$ cat config.mk
export PLATFORM = sky130hd
export DESIGN_NAME = countdown_timer
export DESIGN_NICKNAME = d
export VERILOG_FILES = /design/src/rtl/countdown_timer.sv
export SDC_FILE = /design/constraint.sdc
export NUM_CORES = 1
export LEC_CHECK = 0
export ABC_AREA = 1
export CAP_MARGIN = 20
export CORE_MARGIN = 2
export CORE_UTILIZATION = 62
export CTS_CLUSTER_DIAMETER = 30
export DETAILED_ROUTE_END_ITERATION = 6
export PLACE_DENSITY_LB_ADDON = 0.3
export SLEW_MARGIN = 10
export SYNTH_ARGS = -nofsm -noshare
export SYNTH_HDL_FRONTEND = slang
export SYNTH_SLANG_ARGS = --single-unit
$ cat constraint.sdc
create_clock -name clk -period 3.66 [get_ports clk]
set_input_delay 0.732 -clock clk [delete_from_list [all_inputs] [get_ports clk]]
set_output_delay 0.732 -clock clk [all_outputs]
set_load 0.02 [all_outputs]
$ cat src/rtl/countdown_timer.sv
// Loadable countdown timer: captures a value on load, decrements once every TICK_DIV enabled cycles, flags done at zero.
// Latency: load visible 1 cycle after the load edge; all outputs registered. No backpressure; en=0 freezes the count.
module countdown_timer #(
    parameter int WIDTH    = 8,
    parameter int TICK_DIV = 100_000_000
) (
    input  logic             clk,
    input  logic             rst_n,
    input  logic             load,
    input  logic [WIDTH-1:0] value,
    input  logic             en,
    output logic [WIDTH-1:0] count,
    output logic             running,
    output logic             done,
    output logic             tick
);

    localparam int             PW       = (TICK_DIV > 1) ? $clog2(TICK_DIV) : 1;
    localparam logic [PW-1:0]  PRE_LAST = PW'(TICK_DIV - 1);
    localparam logic [PW-1:0]  PRE_ONE  = PW'(1);
    localparam logic [WIDTH-1:0] CNT_ONE = WIDTH'(1);

    typedef enum logic [1:0] {
        S_IDLE,
        S_RUN,
        S_DONE
    } state_t;

    state_t           r_state;
    logic [PW-1:0]    r_pre;
    logic [WIDTH-1:0] r_count;
    logic             r_running;
    logic             r_done;
    logic             r_tick;

    always_ff @(posedge clk or negedge rst_n) begin
        if (!rst_n) begin
            r_state   <= S_IDLE;
            r_pre     <= '0;
            r_count   <= '0;
            r_running <= 1'b0;
            r_done    <= 1'b0;
            r_tick    <= 1'b0;
        end else begin
            r_tick <= 1'b0;
            // Load overrides everything, including a coinciding terminal prescale edge.
            if (load) begin
                r_count <= value;
                r_pre   <= '0;
                if (value != '0) begin
                    r_state   <= S_RUN;
                    r_running <= 1'b1;
                    r_done    <= 1'b0;
                end else begin
                    r_state   <= S_DONE;
                    r_running <= 1'b0;
                    r_done    <= 1'b1;
                end
            end else begin
                case (r_state)
                    S_RUN: begin
                        if (en) begin
                            if (r_pre == PRE_LAST) begin
                                r_pre   <= '0;
                                r_count <= r_count - CNT_ONE;
                                r_tick  <= 1'b1;
                                if (r_count == CNT_ONE) begin
                                    r_state   <= S_DONE;
                                    r_running <= 1'b0;
                                    r_done    <= 1'b1;
                                end
                            end else begin
                                r_pre <= r_pre + PRE_ONE;
                            end
                        end
                    end
                    default: begin
                        r_count <= '0;
                    end
                endcase
            end
        end
    end

    assign count   = r_count;
    assign running = r_running;
    assign done    = r_done;
    assign tick    = r_tick;

endmodule

# [Yosys cells after proc, flatten, opt, wreduce, memory -nomap -nowiden]
# Index checks and enable logic that the tools add are counted.
[word_totals] elab_cells=51 reg_bits=40
[classes] eq_ne=5 mux=30 n_reduce_logical=8 addsub=2
[ops] cell="$mux W27" count=4
[ops] cell="$mux W8" count=4
[ops] cell="$add A27 B1 Y27 const B" count=1
[ops] cell="$eq A27 B27 Y1 const B" count=1
[ops] cell="$mux W1" count=16
[ops] cell="$mux W2" count=6
[ops] cell="$eq A8 B1 Y1 const B" count=1
[ops] cell="$reduce_bool A2 Y1" count=4
[ops] cell="$reduce_bool A8 Y1" count=1
[ops] cell="$sub A8 B1 Y8 const B" count=1
[ops] cell="$ne A3 B3 Y1 const B" count=2
[ops] cell="$reduce_and A2 Y1" count=2
[ops] cell="$reduce_and A4 Y1" count=1
[ops] cell="$eq A2 B1 Y1 const B" count=1

# [Logic depth before layout (Yosys ltp)]
[depth] depth_word=6 ltp_mapped=11 ltp_nobuf=10

# [Worst setup path before layout]
# No wires, ideal clock.
[synth_path] path_kind="input to register" from="input port load" to="register r_count[7] (netlist: count[7])" required_ns=3.594 path_stages=8 setup_ns=0.066 arrival_time_ns=1.556 n_path_buf=1 slack_ns=2.039 cell_sequence="inv_2 -> nand2_1 -> inv_1 -> buf_2 -> nand3_1 -> o21ai_1 -> nand2_1 -> nand2_1"
[synth_between] elab_chain_cells=2
[synth_lines] element="from (decl)" line="9" text="input logic load,"
[synth_lines] element="$ne A3 B3 Y1 (no line)"
[synth_lines] element="$reduce_and A2 Y1 (no line)"
[synth_lines] element="to (signal assigned)" line="48" text="r_count <= value;"
[synth_lines] element="to (signal assigned)" line="65" text="r_count <= r_count - CNT_ONE;"
[synth_lines] element="to (decl)" line="31" text="logic [WIDTH-1:0] r_count;"
# Parallel ways exist; a longest one is shown, timed or not.
# A chain may end at the register's enable or synchronous reset.

# [Worst setup path in the final report]
[layout_path] from="input port load" to="register r_pre[5]"
[layout_between] elab_chain_cells=2
[layout_lines] element="$reduce_bool A2 Y1 (no line)"
[layout_lines] element="$reduce_and A2 Y1 (no line)"
[layout_lines] element="to (signal assigned)" line="73" text="r_pre <= r_pre + PRE_ONE;"
[layout_lines] element="to (decl)" line="30" text="logic [PW-1:0] r_pre;"
# Parallel ways exist; a longest one is shown, timed or not.

==> impl_metrics.ini <==
[run_status]
status = completed

[power]
peakVddDrop_mv = 0.2753
pwr_density_cell_nw_per_um2 = 371.4
p_leak_nw = 1.289

[sta]
setup_viol = 0
slew_violations = 0
slew_headroom_pct = 42.83
fin_crit_ps = 2263
hold-worst-slack_ps = 538.4
hold_viol_final = 0
fin_skew_ps = 7.263
worstMarginPinSlew_ps = 857.6
timing.setup.tns_ps = 0
timing.fmax_mhz = 441.9
rsz0062_at_grt = no
fin_crit_sh_pct = 61.83

[floorplan]
fp.dieH_um = 68.63
coreArea_sq_um = 4000
die_area_sq_um = 4710
ios = 23
start_util_pct = 64.75
fp.dieW_um = 68.63
rows = 23

[drt]
drtAntennaViolNets = 0
dr.pass1.iters = 6
route.vias.total = 2592
drt-total-wl_um = 6617
route.detailed.drc = 0
drt_iter0_markers = 221
viasPerCell = 5.659
wl_per_cell_um = 14.45

[job]
max_cap_violations = 0

[clocking]
path_clk_slew_ps = 80
cts_hold_buffers = 0
cts_resized = 0
cts_max_level = 2
root_buffer = clkbuf_8
cts_tree = done
clk_latency_ps = 300
cts.sinks = 38
cts-buffers-inserted = 5
cts_setup_buffers = 0
cts_buffer_depth = 2

[logic_synthesis]
synthFlopType = dfrtp_1
async_flop_share_pct = 100.0
ys_ff_latch = 38
netlist_area_sq_um = 2590
synth_nets = 399
syn_avg_cell_area_sq_um = 6.745
syn_inst = 384
synth.distinct_cells = 29
ys_seq_area_share_pct = 36.71
ys_warn_count = 0
synth_edf_count = 0

[setup_path]
cp-start-kind = input port
path_class = in -> reg
cp_data_arrival_time_ps = 2490
cp_max_fo = 19
rr_worst_depth = 10
r2r-start = r_state[0]
regToRegSetupSlack_ps = 1790
r2r-end = r_pre[5]
cp.required_ps = 3890
end_kind = flop

[min_path]
hp-class = in -> async

[placed_design]
place_congestion = 0.9407
portBuffers = 22
dp_hpwl_um = 4818

[finish]
drive_above_1_share_pct = 7.353
final_nets = 422
utilization_pct = 73.51
diodes = 0
areaGrowthSynthToFinish_pct = 13.53
fillerInstances = 325

[global_routing]
grt_usage_pct = 30.40
grt_remaining_overflow = 0
grt_pass1_vias = 2339
grt_pass1_wl_um = 10610
antenna_found_initial = 0
grt_max_degree = 39
## flip-flops by register name, indices dropped and copies added, names as in the netlist
| name | count |
|---|---|
| tick | 1 |
| r_pre | 27 |
| count | 8 |
| r_state | 2 |
## synthesized netlist by cell type, drive strengths merged, types with 4 or more instances
| library cell | n | share of area, % |
|---|---|---|
| buf | 5 | 1.2 |
| dfrtp | 38 | 37 |
| inv | 41 | 5.9 |
| nand2 | 119 | 18 |
| nand3 | 37 | 7.5 |
| nand4 | 10 | 3.0 |
| nor2 | 79 | 13 |
| nor3 | 4 | 0.77 |
| o21ai | 15 | 2.9 |
| o22ai | 5 | 1.2 |
| xnor2 | 4 | 1.4 |
| xor2 | 13 | 4.4 |
## layout by cell type, fill, tap and decap left out
cell / netlist / final
inv_1: 38 / 38
nor2_4: 3 / 3
nand2_2: 5 / 5
or2_2: 2 / 2
xnor2_1: 4 / 4
nand4_4: 1 / 1
a21oi_1: 3 / 3
nand3b_1: 3 / 3
clkinv_2: 1 / 1
buf_2: 3 / 1
nand3_2: 2 / 2
clkbuf_8: 0 / 5
nand2_1: 112 / 112
o22ai_1: 5 / 5
bufinv_16: 0 / 1
clkdlybuf4s50_1: 0 / 21
o21ai_0: 13 / 13
nand3_1: 35 / 35
nand4_1: 9 / 9
dfrtp_1: 38 / 38
o21ai_1: 2 / 2
ha_1: 3 / 3
xor2_1: 13 / 13
nand2_4: 2 / 2
inv_2: 3 / 3
o21bai_1: 1 / 1
nor2_1: 72 / 72
nor2_2: 4 / 4
clkbuf_1: 1 / 2
nor3_1: 4 / 4
## cell families (layout without fill, tap and decap cells)
group	Yosys count	after routing	share of synthesized area, %
simple gates	254	254	43.67
flops	38	38	36.71
compound gates	24	24	4.976
xor+xnor	17	17	5.749
fa+ha+maj	3	3	1.449
buf+inv	48	72	7.439
## worst max-delay path by stage
| stage | start | to | slack (ps) | cells after the start |
|---|---|---|---|---|
| floorplan | load | count[7] | 2040 | 8 |
| global placement | load | r_pre[5] | 1210 | 8 |
| detailed placement | load | r_pre[5] | 1140 | 9 |
| CTS | load | r_pre[5] | 1450 | 9 |
| global route | load | count[7] | 1270 | 8 |
| finish | load | r_pre[5] | 1400 | 9 |
## power breakdown
group	switching (mW)	internal [mW]
clock	0.155	0.204
combinational	0.144	0.0974
sequential	0.0408	0.451
## metal layers
metal | share of wire [%] | wire, um | GRT usage, %
met1 | 44 | 2886 | 41.12
met2 | 48 | 3149 | 48.56
met3 | 7.1 | 472 | 5.844
met4 | 1.6 | 108 | 10.25
met5 | 0 | 0 | 0
## final cells by class
class	count	area, sq um	share of cell area (%)
Multi-Input combinational cell	298	1446	49.19
Sequential cell	38	950.9	32.34
Timing Repair Buffer	22	215.2	7.319
Inverter	42	158.9	5.404
Clock buffer	7	76.32	2.596
Tap cell	50	62.56	2.128
Clock inverter	1	30.03	1.021
## metrics by stage
stage / cells / cell area, sq um / setup WS, ps / total power, mW
final: 458 / 2940 / 1397 / 1.092
after global routing: 458 / 2940 / 1267 / 1.147
after detailed placement: 450 / 2834 / 1136 / 0.7360
after floorplan: 384 / 2590 / 2039 / 0.6462
after CTS: 458 / 2940 / 1449 / 1.097
after global placement: 450 / 2834 / 1206 / 0.7285
## worst max-delay path: stages
cell	delay, ps
clkdlybuf4s50_1	530
inv_2	160
nand2_2	350
inv_2	200
nor2_1	230
nand3_1	100
nand2_1	70
nand2_1	40
nor2_1	70
No activity file was read; power rests on OpenSTA's default activity.
